$ cat src/rtl/cpu_sequencer.sv
// Multi-cycle CPU control FSM and program counter with fetch/data handshakes,
// signed relative branches, halt request and a sticky bus-timeout fault.
module cpu_sequencer #(
  parameter int unsigned            ADDR_WIDTH   = 16,
  parameter int unsigned            OFFSET_WIDTH = 8,
  parameter logic [ADDR_WIDTH-1:0]  RESET_VECTOR = '0,
  parameter int unsigned            MAX_WAIT     = 255
) (
  input  logic                    clk,
  input  logic                    reset,
  output logic                    fetch_req,
  input  logic                    fetch_ack,
  output logic [ADDR_WIDTH-1:0]   pointer,
  input  logic                    cls_alu,
  input  logic                    cls_load,
  input  logic                    cls_store,
  input  logic                    cls_jump,
  input  logic                    cls_branch,
  input  logic                    branch_cond,
  input  logic [OFFSET_WIDTH-1:0] offset,
  input  logic                    halt_req,
  output logic                    mem_req,
  output logic                    mem_we,
  input  logic                    mem_ack,
  output logic                    do_regload,
  output logic                    do_aluop,
  output logic                    do_regstore,
  output logic [2:0]              state,
  output logic                    fault
);

  localparam int unsigned WAIT_W = (MAX_WAIT > 1) ? $clog2(MAX_WAIT + 1) : 1;

  typedef enum logic [2:0] {
    S_RST      = 3'd0,
    S_FETCH    = 3'd1,
    S_REGLOAD  = 3'd2,
    S_ALU      = 3'd3,
    S_MEM      = 3'd4,
    S_REGSTORE = 3'd5,
    S_NEXT     = 3'd6,
    S_HALT     = 3'd7
  } state_t;

  state_t                  r_state;
  state_t                  w_next_state;
  logic [ADDR_WIDTH-1:0]   r_pointer;
  logic [ADDR_WIDTH-1:0]   w_pointer_next;
  logic [WAIT_W-1:0]       r_wait;
  logic [WAIT_W-1:0]       w_wait_next;
  logic [WAIT_W-1:0]       w_wait_inc;
  logic                    r_fault;
  logic                    w_fault_next;
  logic                    w_timeout;
  logic                    w_take;
  logic [ADDR_WIDTH-1:0]   w_offset_ext;

  assign w_wait_inc   = r_wait + WAIT_W'(1);
  // Timeout fires on the edge the counter would reach MAX_WAIT; an ack on that edge takes precedence.
  assign w_timeout    = (MAX_WAIT != 0) && (w_wait_inc == WAIT_W'(MAX_WAIT));
  assign w_offset_ext = ADDR_WIDTH'(signed'(offset));
  assign w_take       = cls_jump | (cls_branch & branch_cond);

  always_comb begin
    w_next_state   = r_state;
    w_pointer_next = r_pointer;
    w_wait_next    = r_wait;
    w_fault_next   = r_fault;
    fetch_req      = 1'b0;
    mem_req        = 1'b0;
    mem_we         = 1'b0;
    do_regload     = 1'b0;
    do_aluop       = 1'b0;
    do_regstore    = 1'b0;
    case (r_state)
      S_RST: begin
        w_next_state = S_FETCH;
        w_wait_next  = '0;
      end
      S_FETCH: begin
        fetch_req = 1'b1;
        if (fetch_ack) begin
          w_next_state = S_REGLOAD;
          w_wait_next  = '0;
        end else if (w_timeout) begin
          w_fault_next = 1'b1;
          w_next_state = S_HALT;
          w_wait_next  = '0;
        end else begin
          w_wait_next = w_wait_inc;
        end
      end
      S_REGLOAD: begin
        do_regload  = 1'b1;
        w_wait_next = '0;
        if (cls_alu)                   w_next_state = S_ALU;
        else if (cls_load | cls_store) w_next_state = S_MEM;
        else if (cls_jump | cls_branch) w_next_state = S_NEXT;
        else                           w_next_state = S_REGSTORE;
      end
      S_ALU: begin
        do_aluop     = 1'b1;
        w_next_state = S_REGSTORE;
      end
      S_MEM: begin
        mem_req = 1'b1;
        mem_we  = cls_store & ~cls_load;
        if (mem_ack) begin
          w_next_state = cls_load ? S_REGSTORE : S_NEXT;
          w_wait_next  = '0;
        end else if (w_timeout) begin
          w_fault_next = 1'b1;
          w_next_state = S_HALT;
          w_wait_next  = '0;
        end else begin
          w_wait_next = w_wait_inc;
        end
      end
      S_REGSTORE: begin
        do_regstore  = 1'b1;
        w_next_state = S_NEXT;
      end
      S_NEXT: begin
        w_pointer_next = w_take ? (r_pointer + w_offset_ext)
                                : (r_pointer + ADDR_WIDTH'(1));
        w_next_state   = halt_req ? S_HALT : S_FETCH;
        w_wait_next    = '0;
      end
      S_HALT: begin
        w_next_state = S_HALT;
      end
      default: begin
        w_next_state = S_RST;
      end
    endcase
  end

  always_ff @(posedge clk) begin
    if (reset) begin
      r_state   <= S_RST;
      r_pointer <= RESET_VECTOR;
      r_wait    <= '0;
      r_fault   <= 1'b0;
    end else begin
      r_state   <= w_next_state;
      r_pointer <= w_pointer_next;
      r_wait    <= w_wait_next;
      r_fault   <= w_fault_next;
    end
  end

  assign pointer = r_pointer;
  assign state   = r_state;
  assign fault   = r_fault;

endmodule

$ cat config.mk
export PLATFORM = sky130hd
export DESIGN_NAME = cpu_sequencer
export DESIGN_NICKNAME = d
export VERILOG_FILES = /design/src/rtl/cpu_sequencer.sv
export SDC_FILE = /design/constraint.sdc
export NUM_CORES = 1
export LEC_CHECK = 0
export CELL_PAD_IN_SITES_DETAIL_PLACEMENT = 1
export CELL_PAD_IN_SITES_GLOBAL_PLACEMENT = 1
export CORE_MARGIN = 3
export CORE_UTILIZATION = 37
export DETAILED_ROUTE_END_ITERATION = 10
export PLACE_DENSITY_LB_ADDON = 0.1
export SYNTH_ARGS = -nofsm -noshare
export SYNTH_HDL_FRONTEND = slang
export SYNTH_SLANG_ARGS = --single-unit
$ cat constraint.sdc
create_clock -name clk -period 3.65 [get_ports clk]
set_input_delay 0.365 -clock clk [delete_from_list [all_inputs] [get_ports clk]]
set_output_delay 0.365 -clock clk [all_outputs]
set_load 0.05 [all_outputs]
### After elaboration in Yosys (flattened, before gate mapping)

Index checks and enable logic that the tools add are counted.

* register bits after elaboration: 28
* input port bits: 19
* output and inout bits: 26
* logic and storage cells: 52

* $add $sub $neg: 3
* equal/unequal tests: 10
* muxes and demuxes: 24
* bitwise operators: 6
* reduce and logical (&&, ||, !) cells: 5

Operators by type and width (count)
* $mux 8: 3
* $pmux 3 s8: 1
* $pmux 8 s3: 1
* $add 16x1->16 const B: 1
* $add 16x16->16: 1
* $mux 16: 1
* $mux 3: 5
* $eq 3x3->1 const B: 4
* $mux 1: 9
* $add 8x1->8 const B: 1
* $eq 8x8->1 const B: 1
* $eq 3x2->1 const B: 2
* $mux 2: 3
* $ne 2x2->1 const B: 2
* $eq 3x1->1 const B: 1
* $logic_not 3->1: 1
* $or 1x1->1: 3
* $reduce_and 3->1: 1
* $reduce_bool 3->1: 1
* $reduce_or 3->1: 1
* $and 1x1->1: 2
* $pmux 1 s2: 1
* $reduce_bool 2->1: 1
* $not 1->1: 1

### Longest topological paths before layout

Gate-level depths: netlist of run 1.

* depth after elaboration: 5
* gate-level depth with buffers: 11
* depth with buffers taken out: 10

### Worst setup path before layout of run 1

No wires, ideal clock.

* kind: reg2reg
* from: register r_state[1], in the netlist state[1]
* to: register r_state[0], in the netlist state[0]
* setup time: 0.132 ns
* arrival time: 2.719 ns
* required time: 3.518 ns
* path slack: 0.798 ns
* stages on the path, launching flop included: 6
* buffers on the path: 1
* period minus slack after synthesis: 2.852 ns
* cell sequence: dfxtp_1 > clkbuf_1 > nor3b_1 > o41ai_1 > o22ai_1 > a21oi_1

* cells in the longest elaborated chain, start to end: 2
* elaborated cells on any way between the ends: 9
* those cells by class: eq/ne: 7; mux: 1; reduce/logical: 1

Ends and longest elaborated chain
* start: declaration: line 45 `state_t r_state;`
* start signal: assignment: line 145 `r_state <= w_next_state;`
* $eq 3x3->1 (tied with other cells): line 75 `case (r_state)`
* $pmux 3 s8 (*): line 75

Mark *: on every way between the ends. The rest lies on a longest branch, timed or not.
A chain may end at the register's enable or synchronous reset.

### Worst setup path after layout of run 1

* from: input cls_branch
* to: register r_pointer[15], in the netlist pointer[15]

* cells in the longest elaborated chain, start to end: 3

Ends and longest elaborated chain
* start: declaration: line 18 `input logic cls_branch,`
* $and 1x1->1: line 62 `assign w_take = cls_jump | (cls_branch & branch_cond);`
* $or 1x1->1: line 62
* $mux 16: line 124 `w_pointer_next = w_take ? (r_pointer + w_offset_ext)`
* end signal: assignment: line 146 `r_pointer <= w_pointer_next;`
* end: declaration: line 47 `logic [ADDR_WIDTH-1:0] r_pointer;`

No other way between the ends.

==> results of run 1 <==
synthesized netlist by cell type, drive strengths merged, types with 3 or more instances:
master	n
nand2	32
dfxtp	28
a21oi	26
nor2	25
ha	17
o21ai	16
inv	15
a31oi	12
clkbuf	11
xnor2	10
a211oi	9
nor2b	9
nor3	8
a21o	7
nand3	7
nand2b	4
nand4	4
nor4	4
and3	3
nor3b	3
o21bai	3
cell families after synthesis:
| family | Yosys count | synth area share, % |
|---|---|---|
| AO/OA/AOI/OAI | 92 | 28.35 |
| XOR/XNOR | 12 | 4.901 |
| adder cells (fa/ha/maj) | 18 | 10.85 |
| buffers and inverters | 27 | 4.784 |
| flip-flops | 28 | 26.14 |
| multiplexers | 2 | 0.9335 |
| AND/OR/NAND/NOR | 105 | 24.04 |
state kept, by name, summed over array words and instances (netlist names):
register  cells
fault         1
pointer      16
r_wait        8
state         3
worst max path at each step:
stage | endpoint | depth (start not counted) | start
after global placement | pointer[15] | 11 | cls_branch
after CTS | pointer[15] | 11 | cls_branch
after floorplan | state[0] | 5 | state[1]
final | pointer[15] | 11 | cls_branch
after global routing | pointer[15] | 11 | cls_branch
after detailed placement | pointer[15] | 11 | cls_branch
power breakdown:
| group | internal (mW) | switching (mW) |
|---|---|---|
| clock network | 0.147 | 0.110 |
| registers | 0.310 | 0.0119 |
| logic | 0.0657 | 0.0944 |
| total | 0.523 | 0.216 |
metal layers:
metal	vias to the layer above	global-route usage [%]	part of all wire [%]
met5	-	0	0
met4	0	3.488	0.48
met3	2	3.254	2.2
met2	30	30.53	47
met1	1053	25.21	51
li1	1112	-	-
area by class of cell:
cell class                 instances  share of cell area, %
clock inverter                     1                  1.097
timing repair buffer              49                  17.46
tap                               72                  3.291
clock buffer                       3                  1.508
multi-input combinational        229                  54.11
inverter                          15                  2.057
sequential                        28                  20.48
critical path, delay by kind of cell:
| kind | cells | cell delay [ns] |
|---|---|---|
| AO/OA/AOI/OAI | 6 | 1.44 |
| adder cells (fa/ha/maj) | 1 | 0.41 |
| buffers and inverters | 2 | 0.61 |
| AND/OR/NAND/NOR | 2 | 0.72 |
stage by stage:
stage,util [%],power (mW),instances
2_1_floorplan,-,0.4286,284
3_3_place_gp,47.83,0.4869,393
3_5_place_dp,47.83,0.4893,393
4_1_cts,49.11,0.7523,397
5_1_grt,49.11,0.7762,397
6_report,49.11,0.7391,397
==> key figures, run 1 <==
Clock tree
  • Post-CTS Resized: 0
  • H-tree depth: 1
  • Root Buffer: clkbuf_8
  • # Post-CTS Setup Buffers: 0
  • Clk pin slew, worst setup/hold paths: 0.11 ns
  • Num CTS Buffers: 3
  • Clock Latency Late Sink: 0.28 ns
  • Clock buffer depth: 2
  • Num Clock Sinks: 28
  • CTS hold repair buffers: 0
  • TritonCTS clock tree: yes

Cells and area
  • Most frequent cells in the layout: clkdlybuf4s50_1, nand2_1, dfxtp_1, a21oi_1, nor2_1
  • Area occupied by multi-input gates: 1481 um2
  • Fill count: 714
  • Layout Nets: 363
  • Area grow syn2layout: 27.65%
  • Commonest non-fill, non-tap cell in the layout: clkdlybuf4s50_1
  • Share of layout cells above drive strength 1: 4.923%
  • Number of antenna diodes: 0
  • Sequential Area: 560.5 um2
  • Final Cell Area: 2738 um2

Worst setup path
  • Crit-path cells: clkdlybuf4s50_1 > a21oi_1 > nand2b_1 > inv_1 > ha_1 > a21oi_1 > o21ai_0 > o21ai_0 > a31oi_1 > or4_1 > a21oi_1
  • R2R depth: 8
  • FF-to-FF setup slack: 1.28 ns
  • Top cell by count, worst path: a21oi_1
  • Worst R2R End: pointer[10]
  • WS Path Type: input pin to flip-flop
  • Startpoint Class: input pin
  • CP arrival: 3.55 ns
  • CP max stage delay: 0.61 ns
  • Slowest cell on the critical path: a21oi_1
  • Crit end category: flip-flop
  • Crit path required time: 3.86 ns
  • Reg-to-reg startpoint: pointer[0]
  • CP Max Fanout: 8

GRT
  • GRT overflow: 0
  • All-Layer GR Usage: 18.45%
  • Initial antenna violation count: 0
  • First-pass GRT wire length: 9901 um
  • Vias in the first global route: 2107
  • Largest net degree at the start of global routing: 19

Detailed routing
  • 1st-iter DRT viols: 97
  • Vias per inst: 5.534
  • Routed WL per cell: 15.35 um
  • Vias post-DR: 2197
  • TritonRoute pass-1 iters: 4
  • ANT nets after route: 0
  • # DRC: 0
  • Routed WL: 6094 um

Synthesis
  • Dominant cells by area after synthesis: dfxtp_1, ha_1, a21oi_1, nand2_1, nor2_1
  • Yosys Warn Count: 0
  • #FFs+latches synth: 28
  • Async set-reset flop share out of synthesis: 0%
  • Largest area contributor in the netlist: dfxtp_1
  • Post-synthesis cell type count: 49
  • Post-synthesis cell count: 284
  • Area share of the largest cell type after synthesis: 26.14%
  • Synth Cell Area: 2145 um2
  • Post-synth EDFFs: 0
  • Predominant post-synthesis flop cell: dfxtp_1
  • Syn Area/Cell: 7.551 um2
  • Post-Syn Nets: 321
  • Post-synthesis sequential area ratio: 26.14%

Placement
  • Buffers on Ports: 44
  • Gp weighted congestion: 0.8548
  • HPWL Detailed: 4575 um
  • Setup WS pre-CTS: 0.01734 ns
  • Post-Place Cell Area: 2666 um2

Floorplan
  • Core area: 5574 um2
  • Initial Utilization: 38.47%
  • Die ar.: 6745 um2
  • Num rows: 27
  • DIE HEIGHT: 82.13 um
  • Width of the chip: 82.13 um
  • I/O pin total: 45

Timing
  • Fin crit share: 91.38%
  • # setup viols final: 0
  • Fmax: 299.8 MHz
  • Setup TNS: 0 ns
  • Slew @ Worst Pin: 0.7682 ns
  • RSZ-0062 raised after global routing: no
  • Min Hold Slack: 0.4835 ns
  • Final critical-path setup slack: 0.3148 ns
  • Fin. Hold Viols: 0
  • Worst slew margin: 48.79%
  • Final min period: 3.335 ns
  • Post-Route Skew: 0.008070 ns
  • Max-slew violations: 0

Worst hold path
  • Min-Delay Endpoint: fault
  • Hold Crit Class: flip-flop to flip-flop
  • Worst hold stages: 2
  • Worst Hold Launch: fault

Run
  • Maxcap violations: 0

Power and ir drop
  • VDD IR-drop max: 0.2158 mV
  • Leak: 1.044 nW
  • Pwr/cell area: 270.0 nW/um2

Run status
  • Status: finished, final reports clean
Power figures use the tool's default switching activity.
==> run 2, diff against run 1 <==
Settings changed: CORE_MARGIN 3 to 4.
==> run 2 against run 1 <==
Setup slack gained 0.084 ns. Non-clock buffer count grew 1. Combinational power is essentially flat. Critical path type unchanged. Highest routed layer unchanged.
==> key figures, run 2 (same netlist as run 1, synthesis figures left out) <==
Clock tree
  • # Post-CTS Setup Buffers: 0 (unchanged)
  • Clock Latency Late Sink: 0.28 ns (about the same)
  • Num Clock Sinks: 28 (unchanged)
  • Clock buffer depth: 2 (unchanged)
  • H-tree depth: 1 (unchanged)
  • Num CTS Buffers: 3 (unchanged)
  • CTS hold repair buffers: 0 (unchanged)
  • Root Buffer: clkbuf_8
  • Post-CTS Resized: 0 (unchanged)
  • TritonCTS clock tree: yes
  • Clk pin slew, worst setup/hold paths: 0.11 ns (about the same)

GRT
  • First-pass GRT wire length: 10400 um (+5.0%)
  • Largest net degree at the start of global routing: 19 (unchanged)
  • All-Layer GR Usage: 17.33% (-1.1 points)
  • GRT overflow: 0 (unchanged)
  • Vias in the first global route: 2185 (+3.7%)
  • Initial antenna violation count: 0 (unchanged)

Cells and area
  • Area grow syn2layout: 28.00%
  • Layout Nets: 364 (+0.28%)
  • Fill count: 704 (-1.4%)
  • Sequential Area: 560.5 um2 (unchanged)
  • Commonest non-fill, non-tap cell in the layout: clkdlybuf4s50_1
  • Number of flip-flops under the largest register name: 16 (unchanged)
  • Non-filler cells in the finished layout: 398 (+0.25%)
  • Number of antenna diodes: 0 (unchanged)
  • Area occupied by multi-input gates: 1481 um2 (unchanged)
  • Most frequent cells in the layout: clkdlybuf4s50_1, nand2_1, dfxtp_1, a21oi_1, nor2_1
  • Share of layout cells above drive strength 1: 5.215% (+0.29 points)
  • Final Util: 49.25% (+0.13 points)

Power and ir drop
  • Pwr/cell area: 268.9 nW/um2 (-0.41%)
  • Leak: 1.048 nW (+0.40%)
  • VDD IR-drop max: 0.1857 mV (-14%)

Worst setup path
  • Crit path required time: 3.86 ns (about the same)
  • CP Max Fanout: 8 (unchanged)
  • Crit end category: flip-flop
  • CP arrival: 3.46 ns (-0.09 ns)
  • R2R depth: 8 (unchanged)
  • WS Path Type: input pin to flip-flop
  • Startpoint Class: input pin

Floorplan
  • DIE HEIGHT: 84.13 um (+2.4%)
  • Die ar.: 7078 um2 (+4.9%)
  • I/O pin total: 45 (unchanged)
  • Initial Utilization: 38.47% (unchanged)
  • Width of the chip: 84.13 um (+2.4%)
  • Num rows: 27 (unchanged)
  • Core area: 5574 um2 (unchanged)

Placement
  • Buffers on Ports: 44 (unchanged)
  • Gp weighted congestion: 0.8810 (+3.1%)
  • Placed Cells incl. Taps: 394 (+0.25%)
  • HPWL Detailed: 4581 um (+0.13%)
  • Setup WS pre-CTS: 0.04295 ns (+0.02562 ns)

Detailed routing
  • TritonRoute pass-1 iters: 4 (unchanged)
  • Routed WL per cell: 15.21 um (-0.89%)
  • Vias post-DR: 2213 (+0.73%)
  • Vias per inst: 5.560 (+0.48%)
  • Routed WL: 6055 um (-0.64%)
  • 1st-iter DRT viols: 86 (-11%)
  • ANT nets after route: 0 (unchanged)
  • # DRC: 0 (unchanged)

Worst hold path
  • Worst hold stages: 2 (unchanged)
  • Hold Crit Class: flip-flop to flip-flop

Timing
  • Worst slew margin: 51.62% (+2.8 points)
  • RSZ-0062 raised after global routing: no
  • # setup viols final: 0 (unchanged)
  • Final min period: 3.251 ns (-0.08419 ns)
  • Setup TNS: 0 ns (unchanged)
  • Max-slew violations: 0 (unchanged)
  • Slew @ Worst Pin: 0.7257 ns (-0.04246 ns)
  • Fin crit share: 89.07% (-2.3 points)
  • Fin. Hold Viols: 0 (unchanged)
  • Fmax: 307.6 MHz (+2.6%)
  • Post-Route Skew: 0.002167 ns (-0.005902 ns)
  • Final critical-path setup slack: 0.3990 ns (+0.08419 ns)

Run
  • Maxcap violations: 0 (unchanged)

Run status
  • Status: finished, final reports clean
run 2: per-layer routing:
layer | global-route usage [%] | part of all wire [%]
met1 | 22.54 | 49
met2 | 30.20 | 48
met5 | 0 | 0
met3 | 2.846 | 3.0
met4 | 3.509 | 0.59
run 2: worst paths after layout:
kind	startpoint	to	slack (ns)
worst min-delay path	fault	fault	0.48
worst max register to register	pointer[0]	pointer[10]	1.35
worst max-delay path	cls_branch	pointer[15]	0.40
worst min register to register	fault	fault	0.48
run 2: area by class of cell:
class	count	area share (%)
Sequential cell	28	20.42
Inverter	15	2.051
Multi-Input combinational cell	229	53.97
Tap cell	72	3.282
Clock buffer	3	1.504
Timing Repair Buffer	50	17.68
Clock inverter	1	1.094
run 2: critical path: stages:
cell	delay (ns)
clkdlybuf4s50_1	0.44
a21oi_1	0.58
nand2b_1	0.23
inv_1	0.17
ha_1	0.40
a21oi_1	0.18
o21ai_0	0.12
o21ai_0	0.22
a31oi_1	0.13
or4_1	0.47
a21oi_1	0.15
run 2: report_power, final:
group          internal [mW]  total [mW]  switching [mW]
registers              0.310       0.322          0.0119
clock network          0.147       0.256           0.109
logic                 0.0657       0.160          0.0940
total                  0.523       0.738           0.215
run 2: stage by stage:
step / power, mW / instance area, um2 / hold slack [ns]
5_1_grt: 0.7783 / 2745 / 0.5343
4_1_cts: 0.7487 / 2745 / 0.4958
2_1_floorplan: 0.4286 / 2145 / 0.4501
3_5_place_dp: 0.4886 / 2674 / 0.4635
6_report: 0.7381 / 2745 / 0.4848
3_3_place_gp: 0.4867 / 2674 / 0.4528
==> run 3, diff against run 2 <==
Settings changed: CORE_ASPECT_RATIO from default to 1.25, SKIP_LAST_GASP from default to 1.
==> run 3 against run 2 <==
Clock skew up 0.0030 ns. Combinational power hardly changed. Maximum frequency up 9.2%. Core utilization is 0.22 points lower. Flip-flop and latch count stayed put. Setup slack better by 0.27 ns. Clock-buffer cell count unchanged. Clock power rose by 3%. Largest cell class unchanged. Highest routed layer unchanged.
==> key figures, run 3 (same netlist as run 1, synthesis figures left out) <==
Cells and area
  • Final Util: 49.02% (-0.22 points)
  • Most frequent cells in the layout: clkdlybuf4s50_1, nand2_1, dfxtp_1, a21oi_1, nor2_1
  • Area grow syn2layout: 26.14%
  • Fill count: 698 (-0.85%)
  • Number of flip-flops under the largest register name: 16 (unchanged)
  • Number of antenna diodes: 0 (unchanged)
  • Share of layout cells above drive strength 1: 4.037% (-1.2 points)
  • Layout Nets: 360 (-1.1%)
  • Commonest non-fill, non-tap cell in the layout: clkdlybuf4s50_1

Floorplan
  • Initial Utilization: 38.87% (+0.39 points)
  • Width of the chip: 76.10 um (-9.6%)
  • Core area: 5518 um2 (-1.0%)
  • I/O pin total: 45 (unchanged)
  • Die ar.: 7086 um2 (+0.11%)
  • DIE HEIGHT: 93.12 um (+11%)
  • Num rows: 30 (+11%)

Timing
  • # setup viols final: 0 (unchanged)
  • Worst slew margin: 54.86% (+3.2 points)
  • Slew @ Worst Pin: 0.6754 ns (-0.05028 ns)
  • Fin. Hold Viols: 0 (unchanged)
  • Setup TNS: 0 ns (unchanged)
  • Fin crit share: 81.58% (-7.5 points)
  • Fmax: 335.8 MHz (+9.2%)
  • Final min period: 2.978 ns (-0.2734 ns)
  • Max-slew violations: 0 (unchanged)
  • RSZ-0062 raised after global routing: no
  • Post-Route Skew: 0.005119 ns (+0.002952 ns)

Clock tree
  • Clock buffer depth: 2 (unchanged)
  • TritonCTS clock tree: yes
  • H-tree depth: 1 (unchanged)
  • Post-CTS Resized: 0 (unchanged)
  • Clk pin slew, worst setup/hold paths: 0.12 ns (about the same)
  • # Post-CTS Setup Buffers: 0 (unchanged)
  • CTS hold repair buffers: 0 (unchanged)
  • Num Clock Sinks: 28 (unchanged)
  • Num CTS Buffers: 3 (unchanged)
  • Root Buffer: clkbuf_8
  • Clock Latency Late Sink: 0.29 ns (about the same)

GRT
  • GRT overflow: 0 (unchanged)
  • Vias in the first global route: 2267 (+3.8%)
  • Initial antenna violation count: 0 (unchanged)
  • All-Layer GR Usage: 17.29% (-0.035 points)
  • First-pass GRT wire length: 10400 um (unchanged)
  • Largest net degree at the start of global routing: 29 (+10)

Power and ir drop
  • Leak: 1.029 nW (-1.8%)
  • VDD IR-drop max: 0.2513 mV (+35%)
  • Pwr/cell area: 274.5 nW/um2 (+2.1%)

Detailed routing
  • Vias per inst: 5.658 (+1.8%)
  • ANT nets after route: 0 (unchanged)
  • Vias post-DR: 2184 (-1.3%)
  • Routed WL: 6089 um (+0.56%)
  • 1st-iter DRT viols: 109 (+27%)
  • Routed WL per cell: 15.77 um (+3.7%)
  • TritonRoute pass-1 iters: 4 (unchanged)
  • # DRC: 0 (unchanged)

Worst hold path
  • Hold Crit Class: flip-flop to flip-flop

Placement
  • Gp weighted congestion: 0.7597 (-14%)
  • HPWL Detailed: 4623 um (+0.92%)
  • Buffers on Ports: 44 (unchanged)

Worst setup path
  • Cell family with most CP delay: compound AO/OA/AOI/OAI gates
  • Top cell by count, worst path: a21oi_1
  • Crit-path cells: clkdlybuf4s50_1 > a21oi_1 > nand2b_1 > inv_1 > ha_1 > a21oi_1 > o21ai_0 > o21ai_0 > a31oi_1 > or4_1 > a21oi_1
  • WS Path Type: input pin to flip-flop
  • CP Max Fanout: 9 (+1)
  • WP buf/inv: 2 (unchanged)
  • CP max stage delay: 0.49 ns (-0.09 ns)
  • Startpoint Class: input pin
  • CP arrival: 3.20 ns (-0.26 ns)
  • Crit path required time: 3.87 ns (about the same)
  • Crit end category: flip-flop
  • Slowest cell on the critical path: or4_1

Run status
  • Status: finished, final reports clean

Run
  • Maxcap violations: 0 (unchanged)
run 3: routing by layer:
| metal | wire (um) | share of wire [%] | global-route usage (%) |
|---|---|---|---|
| met4 | 63 | 1.0 | 4.665 |
| met1 | 2707 | 44 | 21.33 |
| met3 | 115 | 1.9 | 1.349 |
| met5 | 0 | 0 | 0 |
| met2 | 3203 | 53 | 32.00 |
run 3: power breakdown:
group | internal, mW | total [mW] | switching, mW
clock network | 0.147 | 0.264 | 0.117
logic | 0.0643 | 0.157 | 0.0925
registers | 0.310 | 0.322 | 0.0117
total | 0.522 | 0.743 | 0.221
run 3: worst min-delay path, delay by kind of cell (launching register included):
kind	cells	cell delay, ns
AOI/OAI and AO/OA	1	0.04
and+or+nand+nor	1	0.07
DFF	1	0.34
run 3: layout make-up:
| cell class | count | area [um2] | share of cell area [%] |
|---|---|---|---|
| timing repair buffer | 46 | 455.4 | 16.84 |
| tap | 64 | 80.08 | 2.960 |
| multi-input combinational | 229 | 1481 | 54.76 |
| clock buffer | 3 | 41.29 | 1.526 |
| inverter | 15 | 56.30 | 2.081 |
| sequential | 28 | 560.5 | 20.72 |
| clock inverter | 1 | 30.03 | 1.110 |
run 3: worst paths after layout:
kind                    from          end  slack, ns  cells past startpoint
hold / removal         fault        fault       0.48                      2
setup / recovery  cls_branch  pointer[15]       0.67                     11
setup reg to reg  pointer[0]  pointer[10]       1.32                      8
hold reg to reg        fault        fault       0.48                      2
run 3: through the flow:
stage	worst slack, ns	power [mW]	cell area, um2	hold slack, ns	instances
floorplan	0.7984	0.4286	2145	0.4501	284
global placement	0.4591	0.4847	2634	0.4548	382
detailed placement	0.3948	0.4863	2634	0.4603	382
CTS	0.6796	0.7459	2705	0.4883	386
global route	0.3932	0.7768	2705	0.5224	386
finish	0.6723	0.7425	2705	0.4779	386
